===== config.mk =====
export PLATFORM = sky130hd
export DESIGN_NAME = uart_tx_arbiter
export DESIGN_NICKNAME = d
export VERILOG_FILES = /design/src/rtl/uart_tx_arbiter.sv
export SDC_FILE = /design/constraint.sdc
export NUM_CORES = 1
export LEC_CHECK = 0
export BUFFER_PORTS_ARGS = -buffer_cell sky130_fd_sc_hd__buf_2
export CORE_UTILIZATION = 51
export DETAILED_ROUTE_END_ITERATION = 10
export GPL_TIMING_DRIVEN = 0
export PLACE_DENSITY_LB_ADDON = 0.3
export SLEW_MARGIN = 20
export SYNTH_ARGS = -nofsm -noshare
export SYNTH_HDL_FRONTEND = slang
export SYNTH_SLANG_ARGS = --single-unit

===== constraint.sdc =====
create_clock -name clk -period 1.84 [get_ports clk]
set_input_delay 0.092 -clock clk [delete_from_list [all_inputs] [get_ports clk]]
set_output_delay 0.092 -clock clk [all_outputs]
set_load 0.01 [all_outputs]

===== src/rtl/uart_tx_arbiter.sv =====
// Two-requester 8N1 UART transmitter with round-robin arbitration and WAIT clocks per bit.
// Define UART_TX_ARBITER_FIXED_PRIO_EN to make requester 0 always win when both are valid.
module uart_tx_arbiter #(
  parameter int unsigned WAIT = 8
) (
  input  logic       clk,
  input  logic       reset,
  input  logic       req0_valid,
  input  logic [7:0] req0_data,
  output logic       req0_ready,
  input  logic       req1_valid,
  input  logic [7:0] req1_data,
  output logic       req1_ready,
  output logic       uart_tx,
  output logic       busy,
  output logic       last_grant
);

  localparam int unsigned WCW = (WAIT > 1) ? $clog2(WAIT) : 1;

  typedef enum logic [1:0] {IDLE, START, DATA, STOP} state_t;

  state_t         state_q, state_d;
  logic [WCW-1:0] wait_q, wait_d;
  logic [2:0]     bit_q, bit_d;
  logic [7:0]     shift_q, shift_d;
  logic           grant_q, grant_d;
  logic           tx_q, tx_d;
  logic           busy_q, busy_d;
  logic           pick1, ready0, ready1, bit_end;

  // Winner selection; readies only in IDLE and never while reset is asserted.
  always_comb begin
`ifdef UART_TX_ARBITER_FIXED_PRIO_EN
    pick1 = req1_valid && !req0_valid;
`else
    pick1 = req1_valid && (!req0_valid || !grant_q);
`endif
    ready0 = (state_q == IDLE) && !reset && req0_valid && !pick1;
    ready1 = (state_q == IDLE) && !reset && pick1;
  end

  assign bit_end = (wait_q == WCW'(WAIT - 1));

  // State register plus frame datapath and registered line outputs.
  always_ff @(posedge clk or posedge reset) begin
    if (reset) begin
      state_q <= IDLE;
      wait_q  <= '0;
      bit_q   <= '0;
      shift_q <= '0;
      grant_q <= 1'b1;
      tx_q    <= 1'b1;
      busy_q  <= 1'b0;
    end else begin
      state_q <= state_d;
      wait_q  <= wait_d;
      bit_q   <= bit_d;
      shift_q <= shift_d;
      grant_q <= grant_d;
      tx_q    <= tx_d;
      busy_q  <= busy_d;
    end
  end

  // Next-state and datapath update.
  always_comb begin
    state_d = state_q;
    wait_d  = wait_q;
    bit_d   = bit_q;
    shift_d = shift_q;
    grant_d = grant_q;
    case (state_q)
      IDLE: begin
        wait_d = '0;
        bit_d  = '0;
        if (ready0) begin
          shift_d = req0_data;
          grant_d = 1'b0;
          state_d = START;
        end else if (ready1) begin
          shift_d = req1_data;
          grant_d = 1'b1;
          state_d = START;
        end
      end
      START: begin
        if (bit_end) begin
          wait_d  = '0;
          bit_d   = '0;
          state_d = DATA;
        end else begin
          wait_d = wait_q + WCW'(1);
        end
      end
      DATA: begin
        if (bit_end) begin
          wait_d  = '0;
          shift_d = {1'b0, shift_q[7:1]};
          bit_d   = bit_q + 3'd1;
          if (bit_q == 3'd7) state_d = STOP;
        end else begin
          wait_d = wait_q + WCW'(1);
        end
      end
      STOP: begin
        if (bit_end) begin
          wait_d  = '0;
          state_d = IDLE;
        end else begin
          wait_d = wait_q + WCW'(1);
        end
      end
      default: state_d = IDLE;
    endcase
  end

  // Line level for the upcoming cycle, registered so the pin is glitch-free.
  always_comb begin
    tx_d   = 1'b1;
    busy_d = (state_d != IDLE);
    case (state_d)
      START:   tx_d = 1'b0;
      DATA:    tx_d = shift_d[0];
      default: tx_d = 1'b1;
    endcase
  end

  assign req0_ready = ready0;
  assign req1_ready = ready1;
  assign uart_tx    = tx_q;
  assign busy       = busy_q;
  assign last_grant = grant_q;

endmodule


# --- Word-level counts from Yosys, hierarchy flattened ---
# Index checks and enable logic that the tools add are counted.
classes:
  n_addsub: 2
  n_mul: 0
  div: 0
  order_cmp: 0
  eq_ne: 10
  n_shift: 0
  mux: 19
  bitwise_logic: 0
  reduce_logical: 19
op_table:
  columns: ["op", "count"]
  rows:
  - ["two-way mux 8 bit", 3]
  - ["case mux 8 bit (2 select lines)", 1]
  - ["two-way mux 2 bit", 6]
  - ["two-way mux 3 bit", 3]
  - ["case mux 3 bit (3 select lines)", 1]
  - ["case mux 2 bit (4 select lines)", 1]
  - ["adder 3 x 1 -> 3 bit, second input constant", 2]
  - ["equality test 2 bit, second input constant", 3]
  - ["equality test 3 bit, second input constant", 2]
  - ["case mux 3 bit (2 select lines)", 1]
  - ["AND reduction 3 bit", 2]
  - ["nonzero test 2 bit", 3]
  - ["logical AND 1 bit", 5]
  - ["equality test 2 x 1 -> 1 bit, second input constant", 2]
  - ["logical NOT 1 bit", 4]
  - ["!= test 2 bit, second input constant", 2]
  - ["!= test 3 bit, second input constant", 1]
  - ["nonzero test 3 bit", 1]
  - ["OR reduction 3 bit", 1]
  - ["logical NOT 2 bit", 1]
  - ["two-way mux 1 bit", 2]
  - ["case mux 1 bit (2 select lines)", 1]
  - ["AND reduction 2 bit", 1]
  - ["logical OR 1 bit", 1]
word_totals:
  regBits: 19
  latchBits: 0
  mem_bits_rw: 0
  mem_bits_ro: 0
  out_inout_bits: 5
  elab_cells: 58
  n_memories: 0

# --- Depth between registers and ports, before layout ---
# Gate-level depths: netlist of the first run.
logic_depth:
  word_depth: 9
  depth_mapped: 6
  mapped_depth_nobuf: 6

# --- Worst setup path before layout of the first run ---
# No wires, ideal clock.
synth_timing:
  kind: "register -> register"
  from: "reg state_q[0]"
  to: "reg shift_q[0]"
  t_arrival_ns: 1.528
  required_time_ns: 1.737
  path_slack_ns: 0.209
  path_stages_with_launch: 5
  path_buffers: 0
  synth_period_minus_slack_ns: 1.631
  path_cell_list: "dfrtp_1 or4b_4 a21oi_4 a221oi_2 o41ai_2"
synth_via:
  elab_chain_len: 6
  elab_cells_between_ends: 9
synth_rtl:
  columns: ["item", "line_no", "source"]
  rows:
  - ["from (decl)", "23", "state_t state_q, state_d;"]
  - ["from (signal assigned)", "56", "state_q <= state_d;"]
  - ["logical NOT 2 bit", "39", "ready0 = (state_q == IDLE) && !reset && req0_valid && !pick1;"]
  - ["logical AND 1 bit (3 in series)", "39", null]
  - ["via req0_ready", "10", "output logic req0_ready,"]
  - ["two-way mux 8 bit", "77", "if (ready0) begin"]
  - ["case mux 8 bit (2 select lines)", "73", "case (state_q)"]
  - ["via shift_d[0]", "26", "logic [7:0] shift_q, shift_d;"]
  - ["to (signal assigned)", "59", "shift_q <= shift_d;"]
  - ["to (decl)", "26", null]
# The timed path passes the listed nets, and every way through them passes these cells. The select of a mux whose other input is x is not followed.
# A chain may end at the register's enable or synchronous reset.

# --- Worst setup path after layout of the first run ---
layout_timing:
  from: "reg state_q[0]"
  to: "out req0_ready"
layout_via:
  elab_chain_len: 4
layout_rtl:
  columns: ["item", "line_no"]
  rows:
  - ["logical NOT 2 bit", "39"]
  - ["logical AND 1 bit (3 in series)", "39"]
  - ["to (decl)", "10"]
# No other way between the ends.

==> results.yml, run 1 <==
synthesis:
  synth_top_family_by_area: "compound AO/OA/AOI/OAI gates"
  ys.flop_type: "dfrtp_1"
  syn_nets: 110
  synth_compound_area_share_pct: 25.5
  synth_edf_count: 0
  ys_ff_latch: 19
  muxShareOfSynthArea_pct: 2.30
  synth_area_um2: 980
  synth-xor-area-share_pct: 0.894
  syn_avg_cell_area_um2: 11.5
  synth.area.top_cells: "dfrtp_1 43%, a22o_1 8.0%, ha_1 6.4%"
  synthAdderAreaFrac_pct: 7.41
  synth-simple-area-share_pct: 12.8
  synth_largest_area_cell: "dfrtp_1"
  yosysWarningCount: 0
  synth_cell_type_count: 31
  synth_common_cells: "17 x dfrtp_1, 9 x a22o_1, 7 x nand2_1, 6 x a221o_1, 5 x ha_1"
  postSynthCellCount: 85
  ys_seq_area_share_pct: 48.8
  async_flop_share_pct: 100
  yosysMostFrequentCell: "dfrtp_1"
  synth_top_area_share_pct: 43.4
floorplan:
  fp.coreArea_um2: 1760
  dieArea_um2: 2100
  die_h_um: 45.8
  initial_utilization_pct: 55.5
  fp.dieW_um: 45.8
  io_pins: 25
  rows: 15
drt:
  drt_wl_total_mm: 1.92
  wl_per_cell_um: 13.6
  vias: 780
  ant_nets: 0
  vias_per_cell: 5.53
  drc: 0
  drtIter0Drc: 12
  firstDrtPassIters: 4
sta:
  setup_viol: 0
  worstMarginPinSlew_ns: 0.711
  fin_crit_ns: 1.74
  rsz0062_at_grt: "false"
  slew-limit-headroom_pct: 52.6
  hold_viol: 0
  finalSetupTns_ns: 0
  clock.fmax_mhz: 575
  setup_ws_ns: 0.0994
  min_period_over_period_pct: 94.6
  fin_skew_ns: 0.00292
  slew_viol_final: 0
worst_setup_path:
  r2r_start: "state_q[0]$_DFF_PP0_"
  critPathLaunchType: "flip-flop"
  worstPathRequired_ns: 1.75
  crit_family: "simple AND/OR/NAND/NOR gates"
  cp_max_fo: 6
  critPathMaxStageDelay_ns: 0.59
  crit_buf_inv: 1
  crit_type: "flip-flop to output port"
  crit_start: "state_q[0]$_DFF_PP0_"
  crit_chain: "or4b_4 > a21oi_4 > buf_2"
  arrival_ns: 1.65
  reg2reg_slack_ns: 0.1
  crit_path_top_delay_cell: "or4b_4"
  crit_path_end_kind: "output port"
power_and_ir_drop:
  power_density_nw_per_um2: 583
  leakagePower_nw: 0.580
  irDropWorstVdd_mv: 0.408
hold_path:
  hold_start: "req1_data[7]"
  hp-class: "input pin to flip-flop"
grt:
  grt_util_met3_pct: 3.57
  grt-ovfl-total: 0
  grt_first_pass_wirelength_mm: 3.16
  use_met2_pct: 36.3
  met1_usage_pct: 28.1
  grt.total_usage_pct: 21.3
  grt-busiest-layer: "met2"
  antenna_found_initial: 0
  grt_max_degree: 20
  grt_pass1_vias: 718
place:
  gp_congestion: 0.775
  dp_hpwl_mm: 1.46
  preCtsSetupSlack_ns: 0.105
  io_buffers: 24
  dp_cells: 134
final_layout:
  syn2layout_area_growth_pct: 21.2
  final_nets: 142
  final-seq-area_um2: 478
  multiInputGateArea_um2: 484
  final_util_pct: 67.3
  drive_gt1_share_pct: 33.6
  fillCellCount: 147
  stdcell_count: 141
  n_antenna_cell: 0
clock_tree:
  cts_max_level: 1
  cts-root-buf: "clkbuf_4"
  clkSinkCount: 19
  clk_path_buf_depth: 2
  clk_latency_ns: 0.29
  clkTransAtPathRegs_ns: 0.10
  cts_tree: "yes"
  cts_buffers: 3
status:
  status: "complete, no violations"
flow_run:
  cap_violations: 0
==> power by group <==
group          total (mW)  switching, mW  internal [mW]
clock network       0.205          0.120         0.0841
registers           0.432        0.00529          0.426
logic              0.0562         0.0268         0.0294
total               0.692          0.153          0.540
==> cells in the final DEF (no fill, tap or decap), drive strengths merged, types with 2 or more instances in the layout <==
cell,netlist,routed
a21oi,2,2
a221o,6,6
a22o,9,9
and3,3,3
buf,0,26
clkbuf,2,6
dfrtp,17,17
dfstp,2,2
ha,5,5
inv,3,3
mux2,2,2
nand2,7,7
nand2b,2,2
nor2,2,2
nor2b,4,4
nor3,2,2
o21ai,3,3
==> kinds of logic after synthesis <==
logic type                 Yosys count
adders and majority gates            6
xor gates and xnor gates             1
buffers and inverters                6
AOI/OAI and AO/OA                   28
and+or+nand+nor                     23
muxes                                2
DFF                                 19
==> timing repair <==
| item | in CTS | in global routing |
|---|---|---|
| buffers inserted | 2 | 0 |
| hold buffers | 1 | 0 |
| endpoints found under the hold margin | 17 | 0 |
| gates resized for setup | 0 | 2 |
| setup endpoints to repair | 1 | 9 |
==> area by class of cell <==
cell class                 instances  share of cell area (%)
multi-input combinational         60                    40.8
buffer                             2                   0.632
tap                               25                    2.63
inverter                           4                    1.26
sequential                        19                    40.3
clock buffer                       4                    2.21
timing repair buffer              27                    12.2
==> per-stage QoR <==
stage,instance area (µm²),hold WS [ns],power (mW)
global placement,1130,0.265,0.492
CTS,1180,0.0821,0.699
floorplan,980,0.0416,0.464
finish,1190,0.0904,0.692
global route,1190,0.0901,0.725
detailed placement,1130,0.273,0.495
==> final timing paths <==
path                                          end  cells past startpoint
setup reg to reg             shift_q[0]$_DFF_PP0_                      5
setup / recovery                       req0_ready                      3
max in group asynchronous    bit_q[0]$_DFFE_PP0P_                      3
hold reg to reg               wait_q[0]$_DFF_PP0_                      1
min in group asynchronous    state_q[1]$_DFF_PP0_                      3
hold / removal             shift_q[7]$_DFFE_PP0P_                      3
==> flip-flops by register name, summed over array words and instances (netlist names) <==
signal      count
uart_tx         1
wait_q          3
shift_q         8
busy            1
state_q         2
bit_q           3
last_grant      1
==> tightest hold or removal path, cell delays in order <==
cell,delay [ns]
buf_2,0.07
a22o_1,0.11
a21o_1,0.07
==> per-layer routing <==
metal / share of wire, % / wire length (µm)
met1: 46 / 890
met2: 50 / 964
met3: 3.2 / 62
met4: 0 / 0
met5: 0 / 0
(Power assumes the default switching activity.)
==> run 2: changes to the inputs <==
--- a/config.mk
+++ b/config.mk
@@ -9,7 +9,7 @@
 export CORE_UTILIZATION = 51
 export DETAILED_ROUTE_END_ITERATION = 10
 export GPL_TIMING_DRIVEN = 0
-export PLACE_DENSITY_LB_ADDON = 0.3
+export PLACE_DENSITY_LB_ADDON = 0.1
 export SLEW_MARGIN = 20
 export SYNTH_ARGS = -nofsm -noshare
 export SYNTH_HDL_FRONTEND = slang
==> results.yml, run 2 (synthesized netlist as in run 1, its figures left out) <==
status:
  status: "complete, no violations"
sta:
  slew-limit-headroom_pct: 52.8
  min_period_over_period_pct: 95.2
  rsz0062_at_grt: "false"
  whs_ns: 0.103
  slew_viol_final: 0
  hold_viol: 0
  clock.fmax_mhz: 571
  fin_skew_ns: 0.00843
  setup_viol: 0
  worstMarginPinSlew_ns: 0.707
  fin_crit_ns: 1.75
  finalSetupTns_ns: 0
worst_setup_path:
  timing.rr.end: "shift_q[0]$_DFF_PP0_"
  r2r_start: "state_q[0]$_DFF_PP0_"
  reg2reg_slack_ns: 0.09
  worstPathRequired_ns: 2.04
  critPathLaunchType: "flip-flop"
  arrival_ns: 1.95
  crit_path_top_delay_cell: "or4b_4"
  rr_worst_depth: 5
  crit_path_end_kind: "flip-flop"
  crit_family: "simple AND/OR/NAND/NOR gates"
  crit_buf_inv: 1
  critPathMaxStageDelay_ns: 0.58
  crit_chain: "or4b_4 > a21oi_4 > buf_4 > a221oi_2 > o41ai_2"
  cp_max_fo: 6
  crit_type: "flip-flop to flip-flop"
place:
  gp_congestion: 0.781
  dp_hpwl_mm: 1.42
  place_area_um2: 1130
  io_buffers: 24
power_and_ir_drop:
  leakagePower_nw: 0.584
  irDropWorstVdd_mv: 0.434
  combPwrFrac_pct: 8.0
  p_sw_share_pct: 22.9
  p_switching_mw: 0.159
  pwr-share-clk_pct: 30.0
  pwr-share-seq_pct: 62.0
  p_int_mw: 0.536
  power_density_nw_per_um2: 583
grt:
  grt_max_degree: 20
  grt_pass1_vias: 735
  grt.total_usage_pct: 21.3
  grt-ovfl-total: 0
  grt_first_pass_wirelength_mm: 3.19
  antenna_found_initial: 0
drt:
  ant_nets: 0
  wl_per_cell_um: 13.5
  firstDrtPassIters: 4
  drc: 0
  vias: 793
  vias_per_cell: 5.62
  drt_wl_total_mm: 1.90
  drtIter0Drc: 33
final_layout:
  fillCellCount: 148
  final_common_cell: "buf_2"
  final_util_pct: 67.7
  layout_common_cells: "24 x buf_2, 17 x dfrtp_1, 9 x a22o_1, 7 x nand2_1, 6 x a221o_1"
  final-seq-area_um2: 478
  multiInputGateArea_um2: 489
  finish.instance_area_um2: 1190
  syn2layout_area_growth_pct: 21.8
  n_antenna_cell: 0
  drive_gt1_share_pct: 35.3
  final_nets: 142
  top_regs: "shift_q x8, bit_q x3, wait_q x3"
  largest_register_ffs: 8
  largest-register: "shift_q"
clock_tree:
  clkTransAtPathRegs_ns: 0.11
  clk_path_buf_depth: 2
  cts_buffers: 3
  clk_latency_ns: 0.29
  clkSinkCount: 19
  cts-root-buf: "clkbuf_4"
  cts_max_level: 1
  cts_tree: "yes"
floorplan:
  fp.coreArea_um2: 1760
  io_pins: 25
  fp.dieW_um: 45.8
  dieArea_um2: 2100
  rows: 15
  initial_utilization_pct: 55.5
  die_h_um: 45.8
hold_path:
  hp-class: "input pin to flip-flop"
  hold_path_depth: 3
  hold_start: "req1_data[1]"
  hold_end: "shift_q[1]$_DFFE_PP0P_"
flow_run:
  cap_violations: 0
## run 2: timing repair
action | 4_1_cts | 5_1_grt
hold buffers | 1 | 0
setup endpoints to repair | 1 | 9
cloned | 0 | 0
endpoints found under the hold margin | 17 | 0
resized for setup | 0 | 3
buffers inserted | 2 | 0
## run 2: worst max-delay path by stage
stage | startpoint | end | cells after the start
final | state_q[0]$_DFF_PP0_ | shift_q[0]$_DFF_PP0_ | 5
after global routing | state_q[0]$_DFF_PP0_ | shift_q[0]$_DFF_PP0_ | 5
after CTS | state_q[0]$_DFF_PP0_ | shift_q[0]$_DFF_PP0_ | 5
after detailed placement | state_q[0]$_DFF_PP0_ | shift_q[0]$_DFF_PP0_ | 4
after global placement | state_q[0]$_DFF_PP0_ | shift_q[0]$_DFF_PP0_ | 4
after floorplan | state_q[0]$_DFF_PP0_ | shift_q[0]$_DFF_PP0_ | 4
## run 2: worst reg2reg max path, delay by kind of cell (launching register included)
family,cells,cell delay (ns)
AND/OR/NAND/NOR,1,0.58
buffers and inverters,1,0.15
flip-flops,1,0.46
AO/OA/AOI/OAI,3,0.48
## run 2: final cells by class
type | count | area share (%)
Inverter | 4 | 1.26
Buffer | 2 | 0.629
Multi-Input combinational cell | 60 | 41.0
Sequential cell | 19 | 40.0
Timing Repair Buffer | 27 | 12.2
Tap cell | 25 | 2.62
Clock buffer | 3 | 1.89
Clock inverter | 1 | 0.419
## run 2: through the flow
stage                     power [mW]  worst slack, ns  cells
after global placement         0.492            0.150    134
final                          0.696           0.0886    141
after global routing           0.731          0.00748    141
after detailed placement       0.494            0.123    134
after CTS                      0.700           0.0943    141
after floorplan                0.464            0.209     85
## run 2: layer usage
metal,track usage [%],wire length (µm),vias to the layer above
met1,28.9,903,392
li1,-,-,390
met4,7.06,12,0
met5,0,0,-
met2,34.3,936,9
met3,3.57,48,2
## run 2: power groups by stage
| stage | clock network, mW | registers, mW | logic [mW] |
|---|---|---|---|
| after detailed placement | 0 | 0.440 | 0.0545 |
| after floorplan | 0 | 0.440 | 0.0240 |
| after global routing | 0.235 | 0.433 | 0.0626 |
| final | 0.209 | 0.432 | 0.0556 |
| after CTS | 0.212 | 0.432 | 0.0562 |
| after global placement | 0 | 0.440 | 0.0525 |
==> run 3: changes to the inputs <==
--- a/config.mk
+++ b/config.mk
@@ -6,11 +6,10 @@
 export NUM_CORES = 1
 export LEC_CHECK = 0
 export BUFFER_PORTS_ARGS = -buffer_cell sky130_fd_sc_hd__buf_2
-export CORE_UTILIZATION = 51
+export CORE_UTILIZATION = 31
 export DETAILED_ROUTE_END_ITERATION = 10
 export GPL_TIMING_DRIVEN = 0
 export PLACE_DENSITY_LB_ADDON = 0.1
-export SLEW_MARGIN = 20
 export SYNTH_ARGS = -nofsm -noshare
 export SYNTH_HDL_FRONTEND = slang
 export SYNTH_SLANG_ARGS = --single-unit
==> constraint.sdc (replaced) <==
create_clock -name clk -period 1.85 [get_ports clk]
set_input_delay 0.0925 -clock clk [delete_from_list [all_inputs] [get_ports clk]]
set_output_delay 0.0925 -clock clk [all_outputs]
set_load 0.01 [all_outputs]
==> results.yml, run 3 (synthesized netlist as in run 1, its figures left out) <==
status:
  status: "complete, no violations"
hold_path:
  hold_start: "req1_data[7]"
  hold_end: "shift_q[7]$_DFFE_PP0P_"
  hold_path_depth: 3
  hp-class: "input pin to flip-flop"
power_and_ir_drop:
  combPwrFrac_pct: 8.0
  power_density_nw_per_um2: 571
  p_int_mw: 0.537
  irDropWorstVdd_mv: 0.185
  pwr-share-seq_pct: 61.9
  pwr-share-clk_pct: 30.1
  p_total_mw: 0.693
  p_switching_mw: 0.156
  leakagePower_nw: 0.584
  p_sw_share_pct: 22.6
floorplan:
  dieArea_um2: 3390
  fp.dieW_um: 58.2
  initial_utilization_pct: 32.4
  die_h_um: 58.2
  rows: 20
  io_pins: 25
  fp.coreArea_um2: 3030
sta:
  finalSetupTns_ns: 0
  rsz0062_at_grt: "false"
  clock.fmax_mhz: 572
  min_period_over_period_pct: 94.5
  fin_skew_ns: 0.00803
  slew_viol_final: 0
  slew-limit-headroom_pct: 51.1
  setup_viol: 0
  fin_crit_ns: 1.75
  setup_ws_ns: 0.102
  hold_viol: 0
  whs_ns: 0.0878
  worstMarginPinSlew_ns: 0.733
drt:
  met2WireLength_um: 863
  drt-met1-wl_mm: 1.00
  firstDrtPassIters: 3
  vias: 761
  highest_layer: "met4"
  vias_per_cell: 4.76
  drtIter0Drc: 10
  met3WireLength_um: 62
  drc: 0
  drt_wl_total_mm: 1.95
  ant_nets: 0
  wl_per_cell_um: 12.2
flow_run:
  cap_violations: 0
place:
  dp_cells: 153
  io_buffers: 24
  place_area_um2: 1150
  preCtsSetupSlack_ns: 0.105
  gp_congestion: 0.706
  dp_hpwl_mm: 1.37
worst_setup_path:
  crit_buf_inv: 1
  crit_type: "flip-flop to output port"
  r2r_start: "state_q[0]$_DFF_PP0_"
  crit_chain: "or4b_4 > a21oi_4 > buf_2"
  crit_path_top_delay_cell: "or4b_4"
  arrival_ns: 1.66
  worstPathRequired_ns: 1.76
  cp_max_fo: 6
  rr_worst_depth: 5
  critical_path_depth: 3
  critPathMaxStageDelay_ns: 0.59
  crit_family: "simple AND/OR/NAND/NOR gates"
  critPathLaunchType: "flip-flop"
  reg2reg_slack_ns: 0.12
  crit_path_end_kind: "output port"
  timing.rr.end: "shift_q[0]$_DFF_PP0_"
clock_tree:
  cts_buffers: 3
  clk_latency_ns: 0.29
  cts_tree: "yes"
  cts_max_level: 1
  clkSinkCount: 19
  clk_path_buf_depth: 2
  clkTransAtPathRegs_ns: 0.11
  cts-root-buf: "clkbuf_4"
grt:
  grt_max_degree: 20
  antenna_found_initial: 0
  grt.total_usage_pct: 13.2
  grt-ovfl-total: 0
  grt_pass1_vias: 733
  grt_first_pass_wirelength_mm: 3.30
final_layout:
  largest_register_ffs: 8
  finish.instance_area_um2: 1210
  final_util_pct: 40.1
  syn2layout_area_growth_pct: 23.9
  drive_gt1_share_pct: 33.6
  n_antenna_cell: 0
  layout_common_cells: "24 x buf_2, 17 x dfrtp_1, 9 x a22o_1, 7 x nand2_1, 6 x a221o_1"
  largest-register: "shift_q"
  top_regs: "shift_q x8, bit_q x3, wait_q x3"
  final_common_cell: "buf_2"
  final_nets: 142
  stdcell_count: 160
==> run 3: worst register-to-register path: stages (launching register included) <==
cell and delay [ns]:
dfrtp_1 0.47, or4b_4 0.59, a21oi_4 0.16, buf_4 0.14, a221oi_2 0.03, o41ai_2 0.26
==> run 3: per-layer routing <==
layer | track usage (%) | vias to the layer above
met2 | 20.7 | 19
met3 | 2.90 | 2
li1 | - | 388
met1 | 16.9 | 352
met4 | 7.14 | 0
met5 | 0 | -
==> run 3: how the worst max path moves through the flow <==
stage	startpoint	end	slack, ns
floorplan	state_q[0]$_DFF_PP0_	shift_q[0]$_DFF_PP0_	0.22
global placement	wait_q[0]$_DFF_PP0_	shift_q[4]$_DFFE_PP0P_	0.12
detailed placement	wait_q[0]$_DFF_PP0_	bit_q[0]$_DFFE_PP0P_	0.10
CTS	wait_q[0]$_DFF_PP0_	bit_q[0]$_DFFE_PP0P_	0.08
global route	state_q[0]$_DFF_PP0_	req1_ready	0.008
finish	state_q[0]$_DFF_PP0_	req0_ready	0.10
==> run 3: cell type report <==
type	count	area, µm²
buffer	2	7.51
clock buffer	4	26.3
fill	305	1810
inverter	4	15.0
multi-input combinational	60	487
sequential	19	478
tap	44	55.1
timing repair buffer	27	145
==> run 3: power by group through the flow <==
| stage | sequential [mW] | combinational, mW | clock [mW] |
|---|---|---|---|
| finish | 0.429 | 0.0552 | 0.209 |
| global route | 0.431 | 0.0620 | 0.248 |
| CTS | 0.430 | 0.0559 | 0.219 |
| detailed placement | 0.437 | 0.0542 | 0 |
| global placement | 0.437 | 0.0535 | 0 |
| floorplan | 0.437 | 0.0238 | 0 |
==> run 3: repair_timing <==
action | in CTS | in global routing
buffers inserted | 2 | 0
setup endpoints to repair | 1 | 10
hold buffers | 1 | 0
cloned | 0 | 0
resized for setup | 0 | 2
hold endpoints to repair | 17 | 0
